File: src/rtl/nibble_seq_pkg.sv
// Shared constants for the nibble-serial adder: slice width and FSM encoding.
package nibble_seq_pkg;
    localparam int NW = 4;

    typedef enum logic [1:0] {
        IDLE = 2'd0,
        RUN  = 2'd1,
        DONE = 2'd2
    } state_t;
endpackage

File: src/rtl/adder4c.sv
// 4-bit ripple-carry slice; c3 exposes the carry into bit 3 for overflow detection.
module adder4c (
    input  logic [3:0] a,
    input  logic [3:0] b,
    input  logic       cin,
    output logic [3:0] s,
    output logic       cout,
    output logic       c3
);
    logic [4:0] c;

    assign c[0] = cin;

    for (genvar i = 0; i < 4; i++) begin : g_fa
        assign s[i]   = a[i] ^ b[i] ^ c[i];
        assign c[i+1] = (a[i] & b[i]) | (c[i] & (a[i] ^ b[i]));
    end

    assign cout = c[4];
    assign c3   = c[3];
endmodule

File: src/rtl/nibble_seq_adder.sv
// Nibble-serial adder: one shared 4-bit slice processes one nibble per clock,
// finishing NIB cycles after start is accepted.
module nibble_seq_adder
    import nibble_seq_pkg::*;
#(
    parameter int NIB = 4
) (
    input  logic              clk,
    input  logic              rst,
    input  logic              start,
    input  logic [NW*NIB-1:0] a,
    input  logic [NW*NIB-1:0] b,
    input  logic              cin,
    output logic              busy,
    output logic              done,
    output logic [NW*NIB-1:0] q,
    output logic              cout,
    output logic              ovf
);
    localparam int IW = (NIB > 1) ? $clog2(NIB) : 1;
    localparam logic [IW-1:0] LAST = IW'(NIB - 1);

    state_t                   state;
    logic [IW-1:0]            idx;
    logic                     carry;
    logic [NIB-1:0][NW-1:0]   ra, rb, qr;
    logic [NW-1:0]            s;
    logic                     co, c3;

    adder4c u_slice (
        .a    (ra[idx]),
        .b    (rb[idx]),
        .cin  (carry),
        .s    (s),
        .cout (co),
        .c3   (c3)
    );

    assign q = qr;

    always_ff @(posedge clk or posedge rst) begin
        if (rst) begin
            state <= IDLE;
            idx   <= '0;
            carry <= 1'b0;
            ra    <= '0;
            rb    <= '0;
            qr    <= '0;
            cout  <= 1'b0;
            ovf   <= 1'b0;
            busy  <= 1'b0;
            done  <= 1'b0;
        end else begin
            done <= 1'b0;
            case (state)
                IDLE, DONE: begin
                    if (start) begin
                        ra    <= a;
                        rb    <= b;
                        carry <= cin;
                        idx   <= '0;
                        state <= RUN;
                        busy  <= 1'b1;
                    end else begin
                        state <= IDLE;
                    end
                end
                RUN: begin
                    qr[idx] <= s;
                    carry   <= co;
                    if (idx == LAST) begin
                        // Slice at the top nibble sees bit W-1, so c3/co give signed overflow.
                        idx   <= '0;
                        state <= DONE;
                        busy  <= 1'b0;
                        done  <= 1'b1;
                        cout  <= co;
                        ovf   <= c3 ^ co;
                    end else begin
                        idx <= idx + 1'b1;
                    end
                end
                default: begin
                    state <= IDLE;
                    busy  <= 1'b0;
                end
            endcase
        end
    end
endmodule

File: config.mk
export PLATFORM = sky130hd
export DESIGN_NAME = nibble_seq_adder
export DESIGN_NICKNAME = d
export VERILOG_FILES = /design/src/rtl/nibble_seq_pkg.sv /design/src/rtl/adder4c.sv /design/src/rtl/nibble_seq_adder.sv
export SDC_FILE = /design/constraint.sdc
export NUM_CORES = 1
export LEC_CHECK = 0
export CAP_MARGIN = 20
export CORE_MARGIN = 4
export CORE_UTILIZATION = 41
export DETAILED_ROUTE_END_ITERATION = 12
export PLACE_DENSITY = 0.73
export RECOVER_POWER = 25
export SLEW_MARGIN = 40
export SYNTH_ARGS = -nofsm -noshare
export SYNTH_HDL_FRONTEND = slang
export SYNTH_SLANG_ARGS = --single-unit
File: constraint.sdc
create_clock -name clk -period 4.8 [get_ports clk]
set_clock_uncertainty 0.1 [all_clocks]
set_input_delay 0.96 -clock clk [delete_from_list [all_inputs] [get_ports clk]]
set_output_delay 0.96 -clock clk [all_outputs]
set_load 0.05 [all_outputs]
==> Yosys cells after proc, flatten, opt, wreduce, memory -nomap -nowiden <==
Index checks and enable logic that the tools add are counted.
W data, S select, Z words.
{ "totals": {"output_inout_bits": 20, "regBits": 57, "wordCells": 76, "in_bits": 36} }
{ "op_classes": {"eq_ne": 5, "muxes": 20, "addsub": 1, "n_reduce_logical": 8, "order_cmp": 2, "bitwise": 21} }
{ "op_table": {"columns": ["op", "n"], "rows": [
  ["$bmux W4 S2", 2],
  ["$bwmux W16", 1],
  ["$mux W4", 3],
  ["$xor A1 B1 Y1", 9],
  ["$and A1 B1 Y1", 8],
  ["$demux W4 S2", 1],
  ["$pmux W2 S2", 2],
  ["$reduce_and A2 Y1", 4],
  ["$mux W1", 6],
  ["$mux W2", 3],
  ["$eq A2 B2 Y1 const B", 2],
  ["$ne A2 B2 Y1 const B", 2],
  ["$or A1 B1 Y1", 4],
  ["$pmux W1 S2", 2],
  ["$lt A2 B3 Y1 const B", 1],
  ["$add A2 B1 Y2 const B", 1],
  ["$eq A2 B1 Y1 const B", 1],
  ["$ge A2 B1 Y1 const B", 1],
  ["$logic_not A2 Y1", 1],
  ["$reduce_bool A2 Y1", 1],
  ["$reduce_or A2 Y1", 1],
  ["$logic_and A1 B1 Y1", 1]
]} }

==> Depth between registers and ports, before layout <==
{ "depth": {"ltp_word": 12, "ltp_mapped": 12, "ltp_nobuf": 11} }

==> Modules after synthesis <==
A second synthesis with hierarchy kept.
{ "unflattened": {"cells_unflattened": 231, "area_unflattened_um2": 2585.0} }
{ "modules_own_cells": {"columns": ["module", "cells_per_inst", "instances", "seq_area_each_um2", "area_each_um2"], "rows": [
  ["nibble_seq_adder", 219, 1, 1426.4, 2474.9],
  ["adder4c", 12, 1, 0.0, 110.1]
]} }

==> Worst setup path before layout <==
OpenSTA, ideal clock, no wires.
{ "synth_timing": {"path_kind": "reg-to-reg", "startpoint": "register idx[0]", "endpoint": "register qr (netlist bit q[11])", "setup_time_ns": 0.084, "stages_incl_launch_ff": 11, "arrival_time_ns": 2.866, "t_required_ns": 4.616, "path_buffers": 1, "period_less_slack_ns": 3.049, "path_slack_ns": 1.751, "path_cell_list": "dfrtp_1 buf_4 mux4_2 fa_1 inv_1 fa_1 inv_1 fa_1 inv_1 fa_1 o21ai_0"} }
{ "synth_between": {"elab_chain_cells": 11, "elab_cells_between_ends": 24, "classes_between": "2 x order compare; 7 x mux; 14 x bitwise; 1 x reduce/logical"} }
{ "synth_lines": {"columns": ["element", "line_no", "text"], "rows": [
  ["start: declaration", "nibble_seq_adder.sv:24", "logic [IW-1:0] idx;"],
  ["start signal: assignment", "nibble_seq_adder.sv:80", "idx <= idx + 1'b1;"],
  ["$bmux W4 S2 (on tied branches)", "nibble_seq_adder.sv:31, nibble_seq_adder.sv:32", null],
  ["$mux W4 (on tied branches)", "nibble_seq_adder.sv:31, nibble_seq_adder.sv:32", null],
  ["$xor A1 B1 Y1", "adder4c.sv:16", "assign c[i+1] = (a[i] & b[i]) | (c[i] & (a[i] ^ b[i]));"],
  ["$and A1 B1 Y1", "adder4c.sv:16", null],
  ["$or A1 B1 Y1", "adder4c.sv:16", null],
  ["$and A1 B1 Y1", "adder4c.sv:16", null],
  ["$or A1 B1 Y1", "adder4c.sv:16", null],
  ["$and A1 B1 Y1", "adder4c.sv:16", null],
  ["$or A1 B1 Y1", "adder4c.sv:16", null],
  ["$xor A1 B1 Y1", "adder4c.sv:15", "assign s[i] = a[i] ^ b[i] ^ c[i];"],
  ["$bwmux W16 *", "nibble_seq_adder.sv:69", "qr[idx] <= s;"],
  ["end signal: indexed assignment", "nibble_seq_adder.sv:69", null],
  ["end: declaration", "nibble_seq_adder.sv:26", "logic [NIB-1:0][NW-1:0] ra, rb, qr;"]
]} }
Every way passes the cells marked *; elsewhere a longest branch is shown, timed or not. The select of a mux whose other input is x is not followed.
A chain may end at the register's enable or synchronous reset.

==> Final worst setup path <==
{ "layout_timing": {"startpoint": "register idx[0]", "endpoint": "register qr (netlist bit q[3])"} }
The elaborated chain is that of the path after synthesis.

==> flow_summary.yaml <==
run_status:
  outcome: "complete, but fails checks"
  failed_checks: "capacitance limit, slew limit"
timing:
  tightest_slew_ns: 2.42
  rsz0062_at_grt: "no"
  totalNegativeSetupSlack_ns: 0
  hold_viol_final: 0
  fin_crit_sh_pct: 71.1
  setup_viol: 0
  slew_headroom_pct: -62.2
  setup_slack_ns: 1.39
  max_freq_ghz: 0.293
  hold_slack_ns: 0.382
  drv_slew: 58
  finalCriticalPeriod_ns: 3.41
floorplan:
  die_w_um: 88.2
  die_h_um: 88.2
  core_um2: 6100
  die-area_um2: 7790
  io_pins: 56
  start_util_pct: 43.3
  rows: 28
job:
  max-cap-violations: 1
setup_path:
  rrSetupSlack_ns: 1.39
  arrival_ns: 3.56
  cp-end-kind: "register"
  cp_slowest_stage_delay_ns: 0.75
  cp_data_required_time_ns: 4.95
  cpMostUsedCell: "fa_1"
  worstSetupStartpointType: "register"
  critPathMaxFanout: 13
  slowest_stage: "dfrtp_1"
  worstSetupPathType: "reg -> reg"
  path_cells: "mux4_2, fa_1, inv_1, fa_1, inv_1, fa_1, inv_1, fa_1, o21ai_0"
clocking:
  cts_tree: "built"
  cts_buffer_depth: 2
  root_buffer: "clkbuf_8"
  cts_num_sinks: 57
  post_cts_resized: 0
  cts_buffers: 9
  post-cts-setup-buffer-count: 0
  insertion_delay_ns: 0.34
  clkTransAtPathRegs_ns: 0.06
  cts_hold_buf: 0
  htreeDepth: 3
finish:
  drive_gt1_share_pct: 26.2
  antennaDiodeCount: 0
  nets: 283
  area.growth.synth_to_final_pct: 29.1
  fin_cells: 319
place:
  placed_cells: 303
  port_buffers: 55
  hpwlAfterDp_mm: 3.61
  pre_cts_slack_ns: 1.34
  place.gp.congestion: 0.789
pwr:
  power_switching_mw: 1.11
  p_leak_nw: 1.53
  power.total_mw: 2.76
  comb_power_share_pct: 52.5
  peakVddDrop_mv: 0.506
  power_frac_seq_pct: 33.1
  power_density_nw_per_um2: 811
  internal_power_mw: 1.65
  clockPowerShare_pct: 14.4
  switching_share_pct: 40.3
detailed_routing:
  viasPerCell: 4.96
  drt_iter0_drc: 75
  wl_per_cell_um: 15.5
  drcViolationCount: 0
  ant_nets: 0
  dr.pass1.iters: 4
  vias: 1581
  wirelength_mm: 4.93
min_path:
  hold_class: "reg -> reg"
yosys:
  syn-num-nets: 225
  synth_top_area_share_pct: 54.0
  ys_ff_latch: 57
  syn-cell-area_um2: 2640
  async_flop_share_pct: 100
  synthFlopType: "dfrtp_1"
  avgSynthCellArea_um2: 14.6
  ys_warn_count: 0
  synth.largest_area_cell: "dfrtp_1"
  synth_edf_count: 0
  synth_cells: 181
  yosysMostFrequentCell: "dfrtp_1"
  synth_area_leaders: "dfrtp_1 (54%), mux2_4 (16%), mux4_2 (6.8%), mux2_2 (4.3%), fa_1 (3.0%)"
  seq_area_frac_synth_pct: 54.0
  synth_cell_types: 22
  synthTopCellsByCount: "dfrtp_1 (57), mux2_4 (29), nand2_1 (18)"
global_routing:
  grt_max_degree: 58
  antenna_found_initial: 0
  grt_pass1_wl_mm: 8.09
  overflow: 0
  grt_pass1_vias: 1648
  track_usage_pct: 14.2
power by group through the flow:
| stage | Sequential (mW) | Clock (mW) | Combinational, mW |
|---|---|---|---|
| after floorplan | 1.10 | 0 | 0.887 |
| after global placement | 0.917 | 0 | 1.43 |
| after detailed placement | 0.922 | 0 | 1.47 |
| after CTS | 0.915 | 0.409 | 1.47 |
| after global routing | 0.951 | 0.435 | 1.57 |
| final | 0.914 | 0.399 | 1.45 |
layout make-up:
type / count / area [µm²]
fillers: 529 / 2690
flip-flops and latches: 57 / 1430
multi-input cells: 103 / 1110
repair buffers: 56 / 558
clock buffers: 14 / 163
well taps: 75 / 93.8
inverters: 12 / 46.3
clock inverters: 2 / 12.5
cells in the final DEF (no fill, tap or decap), drive strengths merged:
master	count
nand2	18
nand3b	4
clkdlybuf4s50	53
clkbuf	14
fa	4
a211oi	1
ha	4
clkinv	1
mux4	8
o21ai	11
mux2	39
clkinvlp	2
a22o	1
inv	11
nand3	3
nor2	4
buf	1
nor2b	2
dfrtp	57
xor2	1
a21oi	2
dlygate4sd3	2
a21o	1
flip-flops by register name (all words and copies together) (netlist names):
signal,cells
busy,1
cout,1
rb,16
idx,2
ra,16
ovf,1
state,2
done,1
q,16
carry,1
worst max-delay path: cells and delay by family (launching register included):
kind | cells | cell delay, ns
fa+ha+maj | 4 | 1.44
buf+inv | 3 | 0.21
compound gates | 1 | 0.21
mux | 1 | 0.60
flops | 1 | 0.75
layer usage:
layer / track usage, % / part of all wire [%] / routed length (µm)
met5: 0 / 0 / 0
met4: 6.18 / 1.8 / 91
met3: 5.40 / 7.4 / 364
met2: 22.1 / 47 / 2320
met1: 17.9 / 44 / 2160
cells by family after synthesis:
group | Yosys count | synth area share, %
flops | 57 | 54.0
mux | 47 | 27.6
compound gates | 16 | 3.37
buf+inv | 21 | 4.31
simple gates | 31 | 5.45
fa+ha+maj | 8 | 4.93
xor+xnor | 1 | 0.332
per-stage QoR:
step | util, % | cell area [µm²]
2_1_floorplan | - | 2640
3_3_place_gp | 53.0 | 3230
3_5_place_dp | 53.0 | 3230
4_1_cts | 55.9 | 3410
5_1_grt | 55.9 | 3410
6_report | 55.9 | 3410
final timing paths:
path,start,to,depth (start not counted)
min reg2reg,q[9]$_DFFE_PP0P_,q[9]$_DFFE_PP0P_,2
min,q[9]$_DFFE_PP0P_,q[9]$_DFFE_PP0P_,2
max in group asynchronous,rst,ra[3]$_DFFE_PP0P_,2
max reg2reg,idx[0]$_DFFE_PP0P_,q[3]$_DFFE_PP0P_,9
min in group asynchronous,rst,ra[1]$_DFFE_PP0P_,2
max,idx[0]$_DFFE_PP0P_,q[3]$_DFFE_PP0P_,9
Power figures use the tool's default switching activity.
